### src/rtl/l2_bus_arbiter.sv
// Round-robin arbiter that places two L1 cache controllers onto one shared L2 request
// port, pulsing a snoop-invalidate to the other core on every granted write.
module l2_bus_arbiter #(
  parameter int ADDR_W  = 32,
  parameter int DATA_W  = 32,
  parameter int TIMEOUT = 64
) (
  input  logic              clk,
  input  logic              reset,
  input  logic              c0_req,
  input  logic              c0_we,
  input  logic [ADDR_W-1:0] c0_addr,
  input  logic [DATA_W-1:0] c0_wdata,
  output logic              c0_stall,
  output logic              c0_done,
  output logic [DATA_W-1:0] c0_rdata,
  input  logic              c1_req,
  input  logic              c1_we,
  input  logic [ADDR_W-1:0] c1_addr,
  input  logic [DATA_W-1:0] c1_wdata,
  output logic              c1_stall,
  output logic              c1_done,
  output logic [DATA_W-1:0] c1_rdata,
  output logic              l2_req,
  output logic              l2_we,
  output logic [ADDR_W-1:0] l2_addr,
  output logic [DATA_W-1:0] l2_wdata,
  input  logic              l2_ack,
  input  logic [DATA_W-1:0] l2_rdata,
  output logic              snoop_inv,
  output logic [ADDR_W-1:0] snoop_addr,
  output logic              snoop_core,
  output logic              err,
  output logic [1:0]        dbg_state
);
  // Handshake: cN_req is held until cN_done pulses; l2_req is held until l2_ack,
  // and l2_ack is honoured only while l2_req is high.
  typedef enum logic [1:0] {IDLE = 2'd0, ISSUE = 2'd1, RESP = 2'd2} state_t;

  localparam int CNT_W = $clog2(TIMEOUT) + 1;
  localparam logic [CNT_W-1:0] CNT_LAST = CNT_W'(TIMEOUT - 1);

  state_t            state_q, state_d;
  logic              owner_q, owner_d;
  logic              last_grant_q, last_grant_d;
  logic              we_q, we_d;
  logic              err_q, err_d;
  logic [ADDR_W-1:0] addr_q, addr_d;
  logic [DATA_W-1:0] wdata_q, wdata_d;
  logic [DATA_W-1:0] c0_rdata_q, c0_rdata_d;
  logic [DATA_W-1:0] c1_rdata_q, c1_rdata_d;
  logic [CNT_W-1:0]  cnt_q, cnt_d;
  logic              winner;
  logic [DATA_W-1:0] resp_data;

  always_ff @(posedge clk or negedge reset) begin
    if (!reset) begin
      state_q      <= IDLE;
      owner_q      <= 1'b0;
      last_grant_q <= 1'b1;
      we_q         <= 1'b0;
      err_q        <= 1'b0;
      addr_q       <= '0;
      wdata_q      <= '0;
      c0_rdata_q   <= '0;
      c1_rdata_q   <= '0;
      cnt_q        <= '0;
    end else begin
      state_q      <= state_d;
      owner_q      <= owner_d;
      last_grant_q <= last_grant_d;
      we_q         <= we_d;
      err_q        <= err_d;
      addr_q       <= addr_d;
      wdata_q      <= wdata_d;
      c0_rdata_q   <= c0_rdata_d;
      c1_rdata_q   <= c1_rdata_d;
      cnt_q        <= cnt_d;
    end
  end

  always_comb begin
    state_d      = state_q;
    owner_d      = owner_q;
    last_grant_d = last_grant_q;
    we_d         = we_q;
    err_d        = err_q;
    addr_d       = addr_q;
    wdata_d      = wdata_q;
    c0_rdata_d   = c0_rdata_q;
    c1_rdata_d   = c1_rdata_q;
    cnt_d        = cnt_q;
    resp_data    = '0;
    // Core1 wins alone, or on a tie when core0 held the previous grant.
    winner       = c1_req & ~(c0_req & last_grant_q);
    case (state_q)
      IDLE: begin
        if (c0_req || c1_req) begin
          owner_d      = winner;
          last_grant_d = winner;
          we_d         = winner ? c1_we : c0_we;
          addr_d       = winner ? c1_addr : c0_addr;
          wdata_d      = winner ? c1_wdata : c0_wdata;
          cnt_d        = '0;
          state_d      = ISSUE;
        end
      end
      ISSUE: begin
        if (l2_ack) begin
          resp_data = we_q ? '0 : l2_rdata;
          state_d   = RESP;
        end else if (cnt_q == CNT_LAST) begin
          err_d   = 1'b1;
          state_d = RESP;
        end else begin
          cnt_d = cnt_q + CNT_W'(1);
        end
        if (state_d == RESP) begin
          if (owner_q) c1_rdata_d = resp_data;
          else         c0_rdata_d = resp_data;
        end
      end
      RESP: begin
        state_d = IDLE;
      end
      default: begin
        state_d = IDLE;
      end
    endcase
  end

  assign l2_req     = (state_q == ISSUE);
  assign l2_we      = we_q;
  assign l2_addr    = addr_q;
  assign l2_wdata   = wdata_q;
  assign snoop_inv  = (state_q == ISSUE) && (cnt_q == '0) && we_q;
  assign snoop_addr = addr_q;
  assign snoop_core = snoop_inv & ~owner_q;
  assign c0_done    = (state_q == RESP) && !owner_q;
  assign c1_done    = (state_q == RESP) && owner_q;
  assign c0_rdata   = c0_rdata_q;
  assign c1_rdata   = c1_rdata_q;
  assign c0_stall   = c0_req & ~c0_done;
  assign c1_stall   = c1_req & ~c1_done;
  assign err        = err_q;
  assign dbg_state  = state_q;
endmodule

### config.mk
export PLATFORM = sky130hd
export DESIGN_NAME = l2_bus_arbiter
export DESIGN_NICKNAME = d
export VERILOG_FILES = /design/src/rtl/l2_bus_arbiter.sv
export SDC_FILE = /design/constraint.sdc
export NUM_CORES = 1
export LEC_CHECK = 0
export CAP_MARGIN = 10
export CORE_MARGIN = 2
export CORE_UTILIZATION = 34
export CTS_CLUSTER_DIAMETER = 60
export DETAILED_ROUTE_END_ITERATION = 8
export GPL_TIMING_DRIVEN = 0
export HOLD_SLACK_MARGIN = 0.05
export PLACE_DENSITY = 0.68
export SLEW_MARGIN = 0
export SYNTH_ARGS = -nofsm -noshare
export SYNTH_HDL_FRONTEND = slang
export SYNTH_SLANG_ARGS = --single-unit
export TNS_END_PERCENT = 100
### constraint.sdc
create_clock -name clk -period 3.5 [get_ports clk]
set_input_delay 0.7 -clock clk [delete_from_list [all_inputs] [get_ports clk]]
set_output_delay 0.7 -clock clk [all_outputs]
set_load 0.02 [all_outputs]
==> out/results.ini, run 1 <==
[global_routing]
grt_overflow=0
grt_max_degree=83
antenna_found_initial=2
track_usage_pct=22.3
grt_pass1_vias=6620
grt_first_pass_wirelength_um=38100

[critical_path]
crit_family=buffers and inverters
path_buf_inv=3
crit_top_cell=buf_2
cpMaxStageDelayCell=clkdlybuf4s50_1
cp_cell_sequence=buf_2 -> buf_2 -> nor3b_1 -> clkdlybuf4s50_1
worstSetupStartpointType=register
end_kind=output port
critPathKind=register to output port
max_stage_delay_ps=770
cp_max_fo=10
crit_arrival_ps=2600
required_ps=2800

[cells_and_area]
design_area_mm2=0.0116
layout-drive-gt1-share_pct=9.31
nets=1262
synthToLayoutAreaGrowth_pct=60.8
final_cells=1383
postLayoutCoreUtil_pct=55.4

[detailed_routing]
drc=0
initialDrtViolationCount=257
num_vias=6766
drt_first_pass_iters=5
via_per_inst=4.89
routed_wl_um=24900
antenna_left=0
wl_per_cell_um=18.0

[synth]
yosysSeqAreaShare_pct=49.0
yosysTopAreaCell=dfrtp_1
synth_common_cells=o21ai_0, dfrtp_1, mux2i_1
syn_area_mm2=0.00720
synth_ff_type=dfrtp_1
syn_nets=905
avgSynthCellArea_um2=9.78
synthTopCellsByArea=dfrtp_1, o21ai_0, mux2i_1, nor2b_1, o21ai_1
synth-seq-cells=141
yosysMostFrequentCell=o21ai_0
synth_edf_count=0
yosys_warnings=0
synthArstFlopShare_pct=100
netlist_instances=736
yosysTopAreaCellShare_pct=48.7
ys_types=42

[sta]
fin_crit_ps=3300
fmax_mhz=303
fin_hold_ws_ps=248
tightest_slew_ps=603
rsz0062_at_grt=false
post-route-period-util_pct=94.4
max_slew_margin_pct=59.7
hold_viol_final=0
setup_viol=0
final_max_slew_viol_count=0
clock_skew_ps=8.68

[clock_tree]
cts_buffers=17
cts_buffer_depth=2
cts_root_buf=clkbuf_16
cts.sinks=141
postCtsHoldBufs=0
htreeDepth=4
path_clk_slew_ps=60
ctsResizeCount=0
cts_setup_buffers=0
worst_skew_pair.late_latency_ps=430
cts_tree=yes

[place]
hpwlAfterDp_um=19300
dp_cells=1349
finalWeightedCongestion=0.829
placed_cell_area_mm2=0.0109
port_buffers=337

[floorplan]
floorplan.initialDensity_pct=34.5
core_area_mm2=0.0209
die_width_um=149
io_pins=338
dieHeight_um=149
rows=53
die_area_mm2=0.0223

[min_path]
hp-class=primary input to asynchronous set/reset pin

[run_status]
status=complete, no violations

[power_and_ir_drop]
leakage_nw=5.03
p_per_area_mw_per_mm2=950
ir_drop_mv=0.795

[job]
drv_cap=0

==> cells by family after synthesis <==
group	Yosys count	share of synthesized area, %
compound gates	278	21.6
fa+ha+maj	2	0.348
buf+inv	156	11.3
flops	141	49.0
mux	68	9.46
simple gates	91	8.26
==> report_power, final <==
group          leakage [nW]  switching [mW]  internal [mW]
logic                  3.11            3.14           2.86
clock network         0.300           0.709           1.23
registers              1.61           0.652           2.41
total                  5.03            4.50           6.50
==> routing by layer <==
metal | GRT usage [%] | up-vias | part of all wire (%)
met5 | 0 | - | 0
met4 | 6.48 | 0 | 1.5
met3 | 6.22 | 30 | 8.1
met2 | 37.3 | 272 | 49
met1 | 28.1 | 3202 | 41
li1 | - | 3262 | -
==> stage by stage <==
stage	worst slack (ps)	power [mW]	TNS, ps
floorplan	1190	6.18	0
global placement	-4270	9.01	-599280
detailed placement	672	9.11	0
CTS	207	11.1	0
global route	111	11.7	0
finish	196	11.0	0
==> state kept, by name (all words and copies together) (netlist names) <==
name,cells
c0_rdata,32
c1_rdata,32
cnt_q,7
dbg_state,2
err,1
l2_addr,32
l2_wdata,32
l2_we,1
last_grant_q,1
owner_q,1
==> path summary, 6_finish.rpt <==
check                                startpoint  depth (start not counted)  slack, ps                        to
max                         owner_q$_DFFE_PN0P_                          4        200                   c0_done
min                                       reset                          1        250   c1_rdata[6]$_DFFE_PN0P_
max reg2reg                cnt_q[0]$_DFFE_PN0P_                          5       1640  c1_rdata[12]$_DFFE_PN0P_
min reg2reg                     err$_DFFE_PN0P_                          1        460           err$_DFFE_PN0P_
max in group asynchronous                 reset                          2       2390  last_grant_q$_DFFE_PN1P_
min in group clk                err$_DFFE_PN0P_                          1        460           err$_DFFE_PN0P_
==> placed cells by master (no fill, tap or decap), drive strengths merged, types with 2 or more instances in the layout <==
master and count:
clkdlybuf4s50 336, o21ai 199, dfrtp 140, mux2i 68, inv 67, nor2b 66
buf 65, clkbuf 48, a31oi 33, a22oi 32, bufinv 4, nor2 4
clkinv 4, a21oi 3, o211ai 3, nor3b 3, diode 2, nand2b 2
nor4 2, nor3 2, nand2 2, and4b 2, ha 2, clkinvlp 2
o31ai 2
==> worst reg2reg max path: stages, from the launching register on <==
cell and delay, ps:
dfrtp_1 410, ha_1 300, nand4_4 190, o31ai_2 280
clkbuf_1 380, o21ai_0 160
==> cell type report <==
| type | instances | area, um^2 |
|---|---|---|
| fillers | 1899 | 9310 |
| flip-flops and latches | 141 | 3530 |
| repair buffers | 338 | 3400 |
| multi-input cells | 439 | 2860 |
| plain buffers | 89 | 561 |
| clock buffers | 22 | 464 |
| well taps | 275 | 344 |
| inverters | 67 | 251 |
| clock inverters | 10 | 163 |
| diodes | 2 | 5.00 |
No activity file was read; power rests on OpenSTA's default activity.
==> run 2: changes to the inputs <==
--- a/config.mk
+++ b/config.mk
@@ -6,7 +6,6 @@
 export NUM_CORES = 1
 export LEC_CHECK = 0
 export CAP_MARGIN = 10
-export CORE_MARGIN = 2
 export CORE_UTILIZATION = 34
 export CTS_CLUSTER_DIAMETER = 60
 export DETAILED_ROUTE_END_ITERATION = 8
==> constraint.sdc (replaced) <==
create_clock -name clk -period 4 [get_ports clk]
set_input_delay 0.8 -clock clk [delete_from_list [all_inputs] [get_ports clk]]
set_output_delay 0.8 -clock clk [all_outputs]
set_load 0.02 [all_outputs]
==> run 2 against run 1 <==
- non-clock buffer count stayed put
- sequential share of layout area rose by 0.063 points
- first-iteration DRC count increased by 16%
- sequential power fell by 12%
- sequential cell count stayed put
- register-to-register slack improved by 530 ps
- setup slack better by 420 ps
- critical path type unchanged
- largest cell class unchanged
==> out/results.ini, run 2 (synthesis gave the netlist of run 1 again) <==
[critical_path]
cpMaxStageDelayCell=clkdlybuf4s50_1
worstSetupStartpointType=register
required_ps=3200
end_kind=output port
critPathKind=register to output port
path_buf_inv=3
crit_top_cell=buf_2
cp_max_fo=10
crit_family=buffers and inverters
cp_cell_sequence=buf_2 -> buf_2 -> nor3b_1 -> clkdlybuf4s50_1
max_stage_delay_ps=730
crit_arrival_ps=2590

[place]
finalWeightedCongestion=0.777
place_ws_ps=1040
port_buffers=337
hpwlAfterDp_um=18900
dp_cells=1344

[power_and_ir_drop]
leakage_nw=5.01
p_per_area_mw_per_mm2=832
ir_drop_mv=0.653

[clock_tree]
htreeDepth=4
cts_buffer_depth=2
cts_root_buf=clkbuf_16
ctsResizeCount=0
worst_skew_pair.late_latency_ps=420
cts_setup_buffers=0
postCtsHoldBufs=0
cts_tree=yes
cts_buffers=17
path_clk_slew_ps=60
cts.sinks=141

[sta]
final_max_slew_viol_count=0
finalSetupTns_ps=0
post-route-period-util_pct=84.7
clock_skew_ps=5.54
hold_viol_final=0
fin_crit_ps=3390
fin_ws_ps=612
tightest_slew_ps=706
max_slew_margin_pct=52.9
fmax_mhz=295
rsz0062_at_grt=false
setup_viol=0

[floorplan]
core_area_mm2=0.0205
floorplan.initialDensity_pct=35.1
rows=52
io_pins=338
die_width_um=147
dieHeight_um=147
die_area_mm2=0.0218

[global_routing]
grt_max_degree=72
track_usage_pct=23.1
grt_pass1_vias=6727
grt_overflow=0
grt_first_pass_wirelength_um=38300
antenna_found_initial=0

[cells_and_area]
layout-drive-gt1-share_pct=9.23
layout_common_cells=clkdlybuf4s50_1, o21ai_0, dfrtp_1
multiInputGateArea_mm2=0.00286
final_common_cell=clkdlybuf4s50_1
fillerInstances=1877
regArea_mm2=0.00353
synthToLayoutAreaGrowth_pct=60.5
diodes=0
final_cells=1375
nets=1262

[detailed_routing]
antenna_left=0
wl_per_cell_um=17.9
routed_wl_um=24600
via_per_inst=4.90
initialDrtViolationCount=299
num_vias=6742
drc=0
drt_first_pass_iters=4

[run_status]
status=complete, no violations

[job]
drv_cap=0

[min_path]
hp-class=primary input to asynchronous set/reset pin

run 2: cell types whose count changed in the layout (fill, tap and decap cells not counted):
cell / change
clkinv_4: -2
clkinvlp_4: +2
diode_2: -2
clkbuf_8: -1
clkinv_2: -1
inv_6: +1
run 2: layout make-up:
| cell class | instances | area share, % |
|---|---|---|
| clock buffers | 21 | 3.90 |
| inverters | 67 | 2.18 |
| well taps | 270 | 2.92 |
| multi-input cells | 439 | 24.7 |
| plain buffers | 89 | 4.85 |
| repair buffers | 338 | 29.5 |
| flip-flops and latches | 141 | 30.6 |
| clock inverters | 10 | 1.42 |
run 2: worst register-to-register path, cell delays in order (launching register included):
cell      delay [ps]
dfrtp_1          410
ha_1             310
nand4_4          190
o31ai_2          280
clkbuf_1         360
o21ai_0          150
run 2: path summary, 6_finish.rpt:
check                                      from                        to  slack [ps]  cells after the start
hold / removal                            reset   c1_rdata[7]$_DFFE_PN0P_         380                      1
setup reg to reg           cnt_q[0]$_DFFE_PN0P_  c1_rdata[12]$_DFFE_PN0P_        2170                      5
min in group clk                err$_DFFE_PN0P_           err$_DFFE_PN0P_         460                      1
max in group asynchronous                 reset   l2_addr[30]$_DFFE_PN0P_        2820                      2
hold reg to reg                 err$_DFFE_PN0P_           err$_DFFE_PN0P_         460                      1
setup / recovery            owner_q$_DFFE_PN0P_                   c0_done         610                      4
run 2: stage by stage:
stage	total power, mW	area, um^2	hold WS (ps)	util [%]
final	9.61	11600	378	56.4
after global routing	10.2	11600	421	56.4
after CTS	9.69	11600	407	56.4
after detailed placement	7.98	10900	448	53.4
after global placement	7.89	10900	443	53.2
after floorplan	5.41	7200	482	-
run 2: per-layer routing:
metal	GRT usage, %	share of wire, %	wire, um	vias to the layer above
met5	0	0	0	-
met4	5.93	1.4	337	0
met3	6.33	6.6	1620	24
met2	37.9	49	12000	266
met1	29.9	43	10600	3199
li1	-	-	-	3253
run 2: report_power, final:
part	switching, mW	internal (mW)	leakage [nW]
registers	0.567	2.11	1.61
logic	2.76	2.50	3.11
clock network	0.608	1.06	0.286
total	3.94	5.67	5.01
==> RTL edit 1, RTL diff (config.mk and constraints of run 1) <==
Set the parameter `DATA_W` to 64 (it was 32).
--- a/src/rtl/l2_bus_arbiter.sv
+++ b/src/rtl/l2_bus_arbiter.sv
@@ -2,7 +2,7 @@
 // port, pulsing a snoop-invalidate to the other core on every granted write.
 module l2_bus_arbiter #(
   parameter int ADDR_W  = 32,
-  parameter int DATA_W  = 32,
+  parameter int DATA_W  = 64,
   parameter int TIMEOUT = 64
 ) (
   input  logic              clk,
Interface: changed (6 resized); port bits go from 338 to 530. The function was not compared with the original's and may differ.
==> RTL edit 1 against run 1 <==
Sequential cell count grew 96; register-to-register slack worse by 420 ps; critical path depth rose by 1; via count increased by 67%; setup slack worse by 2.1 ps; design area increased by 66%; combinational power rose by 74%; first-iteration DRC count up 90%; power grew 72%; wire length rose by 83%; area after synthesis increased by 69%; critical path type unchanged; largest power group unchanged; highest routed layer is now met5.
==> RTL edit 1: results (changes against run 1) <==
* Clock Sinks: 237 (+68%)
- Number of cells in the design after placement: 2,221 (+65%)
- The net count of the mapped netlist was 1,494 (+65%).
- The power density over the cells came to 984.3 nW/um^2 (+3.6%).
* Static Leak: 8.272 nW (+65%)
* Antenna diodes: 4 (+2)
- The worst stage delay on the critical path is 690 ps (-80 ps).
- The tightest min-delay check is of the flip-flop to flip-flop type.
* Outcome: completed
- Uppermost signal routing layer after detailed routing: met5
* Final Wtd Congestion: 0.8918 (+7.6%)
* Non-clock buffer area fraction after layout: 0.3198 (-0.02251)
* Detailed-route wire length on metal 1: 17.11 mm (+66%)
* Clock latency at the later pin of the worst-skew pair: 560 ps (+130 ps)
- The synthesized netlist cell count is 1,229 (+67%).
* Placement-stage cell area: 18,070 um^2 (+65%)
- Global routing met2 resource utilization: 0.4396 (+0.06668)
- HPWL Detailed: 35.67 mm (+85%)
* Post-synthesis instance area: 12,140 um^2 (+69%)
- Layout cells sized above 1: 0.1139 (+0.02080)
- The sequential portion of the cell area came to 0.3088 (+0.003881).
- The average wire per cell in the routed design came to 20.04 um (+11%).
* Post-synthesis cell type count: 39 (-7.1%)
- Wire length reported by the detailed router: 45.74 mm (+83%)
- PostCTS Resize Cnt: 4 (+4)
- Count of filler cells inserted in the layout: 3,217 (+69%)
* Slack of the worst reg-to-reg path: 1220 ps (-420 ps)
- Setup skew after layout: 26.36 ps (+17.68 ps)
* Detailed Route Iter0 Violations: 489 (+90%)
- The via count of the first global-routing pass came to 11,540 (+74%).
- Worst hold-check slack: 470.8 ps (+222.5 ps)
* First-pass GRT wire length: 67.32 mm (+77%)
- Worst-case clock buffer depth: 3 (+1)
* Met3 routed WL: 3.324 mm (+64%)
* Worst slew margin relative to its limit: 0.4055 (-0.1914)
- The non-clock buffer instance count of the final layout was 665 (+56%).
- The fraction of met1 tracks used by global routing came to 0.2705 (-0.01091).
- Number of buffers inserted during clock tree synthesis: 30 (+13)
* Count of clock-net buffers in the final layout: 41 (+86%)
- Pin count of the biggest net entering global routing: 118 (+42%)
* Multi-input logic portion of the cell area: 0.2570 (+0.01036)
-- RTL edit 1: changes by cell type in the layout (fill, tap and decap cells not counted), moves of 39 or more --
cell / delta
sky130_fd_sc_hd__clkdlybuf4s50_1: +191
sky130_fd_sc_hd__dfrtp_1: +96
sky130_fd_sc_hd__o21ai_0: +86
sky130_fd_sc_hd__o21ai_2: +80
sky130_fd_sc_hd__inv_1: +65
sky130_fd_sc_hd__nor2b_1: +65
sky130_fd_sc_hd__clkbuf_1: +39
-- RTL edit 1: logic make-up after synthesis --
logic type               count (synthesis)  synth area share
adder cells (fa/ha/maj)                  2          0.002061
buffers and inverters                  265            0.1045
flip-flops                             237            0.4887
AND/OR/NAND/NOR                        156           0.08051
AO/OA/AOI/OAI                          468            0.2409
multiplexers                           101           0.08329
-- RTL edit 1: report_power, final --
| group | internal (mW) | switching (mW) |
|---|---|---|
| clock network | 2.15 | 1.26 |
| registers | 4.07 | 1.00 |
| logic | 4.75 | 5.67 |
| total | 11.0 | 7.93 |
==> RTL edit 2, RTL diff (flow settings as in run 1) <==
Without the edit above. Take the reset off `wdata_q` and load it in a clocked block of its own.
--- a/src/rtl/l2_bus_arbiter.sv
+++ b/src/rtl/l2_bus_arbiter.sv
@@ -61,7 +61,6 @@
       we_q         <= 1'b0;
       err_q        <= 1'b0;
       addr_q       <= '0;
-      wdata_q      <= '0;
       c0_rdata_q   <= '0;
       c1_rdata_q   <= '0;
       cnt_q        <= '0;
@@ -72,11 +71,14 @@
       we_q         <= we_d;
       err_q        <= err_d;
       addr_q       <= addr_d;
-      wdata_q      <= wdata_d;
       c0_rdata_q   <= c0_rdata_d;
       c1_rdata_q   <= c1_rdata_d;
       cnt_q        <= cnt_d;
     end
+  end
+
+  always_ff @(posedge clk) begin
+    wdata_q <= wdata_d;
   end
 
   always_comb begin
Formal check against the unedited RTL: not equivalent (Yosys sat finds a counterexample within 4 cycles, from zero or initial values and one cycle with reset low).
==> RTL edit 2 against run 1 <==
Via count is 7.6% lower; final cell count is 5.6% lower; sequential cell count stayed put; hold slack worse by 96 ps; clock power is 9% lower; first-iteration DRC count is 35% higher; wire length is 5.5% lower; sequential power is 2% lower; setup slack worse by 11 ps; power is 3.8% lower; design area is 0.22% higher; count of clock-buffer cells in the layout is 2 lower; area after synthesis is 0.87% higher; critical endpoint unchanged; highest routed layer unchanged.
==> RTL edit 2: results (changes against run 1) <==
* Reg2Reg Launch Point: dbg_state[1]
- Wire length reported by the detailed router: 23.57 mm (-5.5%)
- Logic gate share of total power: 0.550 (+0.005)
- The met2 routed wirelength came to 11.71 mm (-4.4%).
- Internal cell power: 6.301 mW (-3.0%)
- The detailed-route via count came to 6,250 (-7.6%).
- The leakage power figure came to 4.888 nW (-2.8%).
- The worst stage delay on the critical path is 730 ps (-40 ps).
- Number of antenna violations at the first check in global routing: 0 (-2)
- Worst Reg-to-Reg Cells: 4 (-1)
- Pin count of the biggest net entering global routing: 81 (-2.4%)
- Detailed Route Iter0 Violations: 346 (+35%)
- Worst slack, placed: 579.8 ps (-92.50 ps)
* Placement-stage cell area: 11,030 um^2 (+0.82%)
- The peak supply drop came to 0.5243 mV (-34%).
* Cell types occupying the most area after synthesis: sky130_fd_sc_hd__dfrtp_1 (37%), sky130_fd_sc_hd__edfxtp_1 (13%), sky130_fd_sc_hd__o21ai_2 (6.0%)
* Global routing met2 resource utilization: 0.3482 (-0.02476)
- The met3 routed wirelength was 1.417 mm (-30%).
- Post-Syn Instances: 661 (-10%)
- Setup skew after layout: 9.636 ps (+0.9572 ps)
- The sequential power is 3.00 mW (-2%).
* Arrival time reported for the critical path endpoint: 2610 ps (about the same)
* Non-Filler Instances: 1,306 (-5.6%)
* First-pass GRT wire length: 36.35 mm (-4.5%)
- Final Wtd Congestion: 0.8408 (+1.4%)
- The global routing usage summed across all routing layers came to 0.2114 (-0.01140).
- The number of flops mapped to enable cells by yosys came to 32 (+32).
- Following the worst setup path forward leads to its endpoint at c0_done.
* Slack of the worst reg-to-reg path: 1280 ps (-360 ps)
- Antenna diodes: 0 (-2)
- The final net count was 1,188 (-5.9%).
- Detailed-route wire length on metal 1: 10.07 mm (-2.0%)
* HPWL Detailed: 17.80 mm (-7.7%)
- Post-synthesis cell type count: 43 (+2.4%)
- Count of filler cells inserted in the layout: 1,863 (-1.9%)
- Total power per unit cell area: 912.0 nW/um^2 (-4.0%)
- Sequential element share of the synthesized area: 0.5083 (+0.01783)
- Commonest cells in the synthesized netlist: sky130_fd_sc_hd__dfrtp_1 (108), sky130_fd_sc_hd__o21ai_0 (84), sky130_fd_sc_hd__inv_1 (70)
- Vias in the first global route: 6,355 (-4.0%)
- First drt pass iteration count: 5 (unchanged)
- DRC violation count after routing: 0 (unchanged)
- The worst register-to-register path ends at l2_wdata[0].
- Outcome: completed
* GR met1 Demand/Resource: 0.2783 (-0.003147)
* Met3 track demand over resource in global routing: 0.04788 (-0.01432)
- The share of layout cells above drive strength 1 was 0.1726 (+0.07952).
* Proportion of synthesized flip-flops having asynchronous set or reset: 0.7730 (-0.2270)
- The final period utilization is 0.9471 (+0.003099).
* Number of buffers added for setup after CTS: 0 (unchanged)
* Synthesized Nets: 830 (-8.3%)
* Worst slew margin relative to its limit: 0.4716 (-0.1253)
==> RTL edit 2: how the worst min path moves through the flow <==
stage,endpoint,slack (ps)
global route,c0_rdata[25],150
floorplan,c0_rdata[0],400
detailed placement,err,450
finish,c0_rdata[28],150
CTS,c0_rdata[28],150
global placement,err,450
==> RTL edit 2: final cells by class <==
class	instances	area, um^2	area share
buffer	77	546.8	0.04714
clock buffer	20	446.7	0.03851
clock inverter	11	120.1	0.01035
inverter	70	262.8	0.02265
multi-input combinational	373	2760	0.2379
sequential	141	3690	0.3181
tap	275	344.1	0.02966
timing repair buffer	339	3430	0.2957
==> RTL edit 2: cells by family after synthesis <==
| group | after synthesis | synth area share |
|---|---|---|
| AO/OA/AOI/OAI | 212 | 0.1956 |
| buffers and inverters | 147 | 0.1115 |
| flip-flops | 141 | 0.5083 |
| AND/OR/NAND/NOR | 90 | 0.08049 |
| multiplexers | 69 | 0.1007 |
| adder cells (fa/ha/maj) | 2 | 0.003447 |
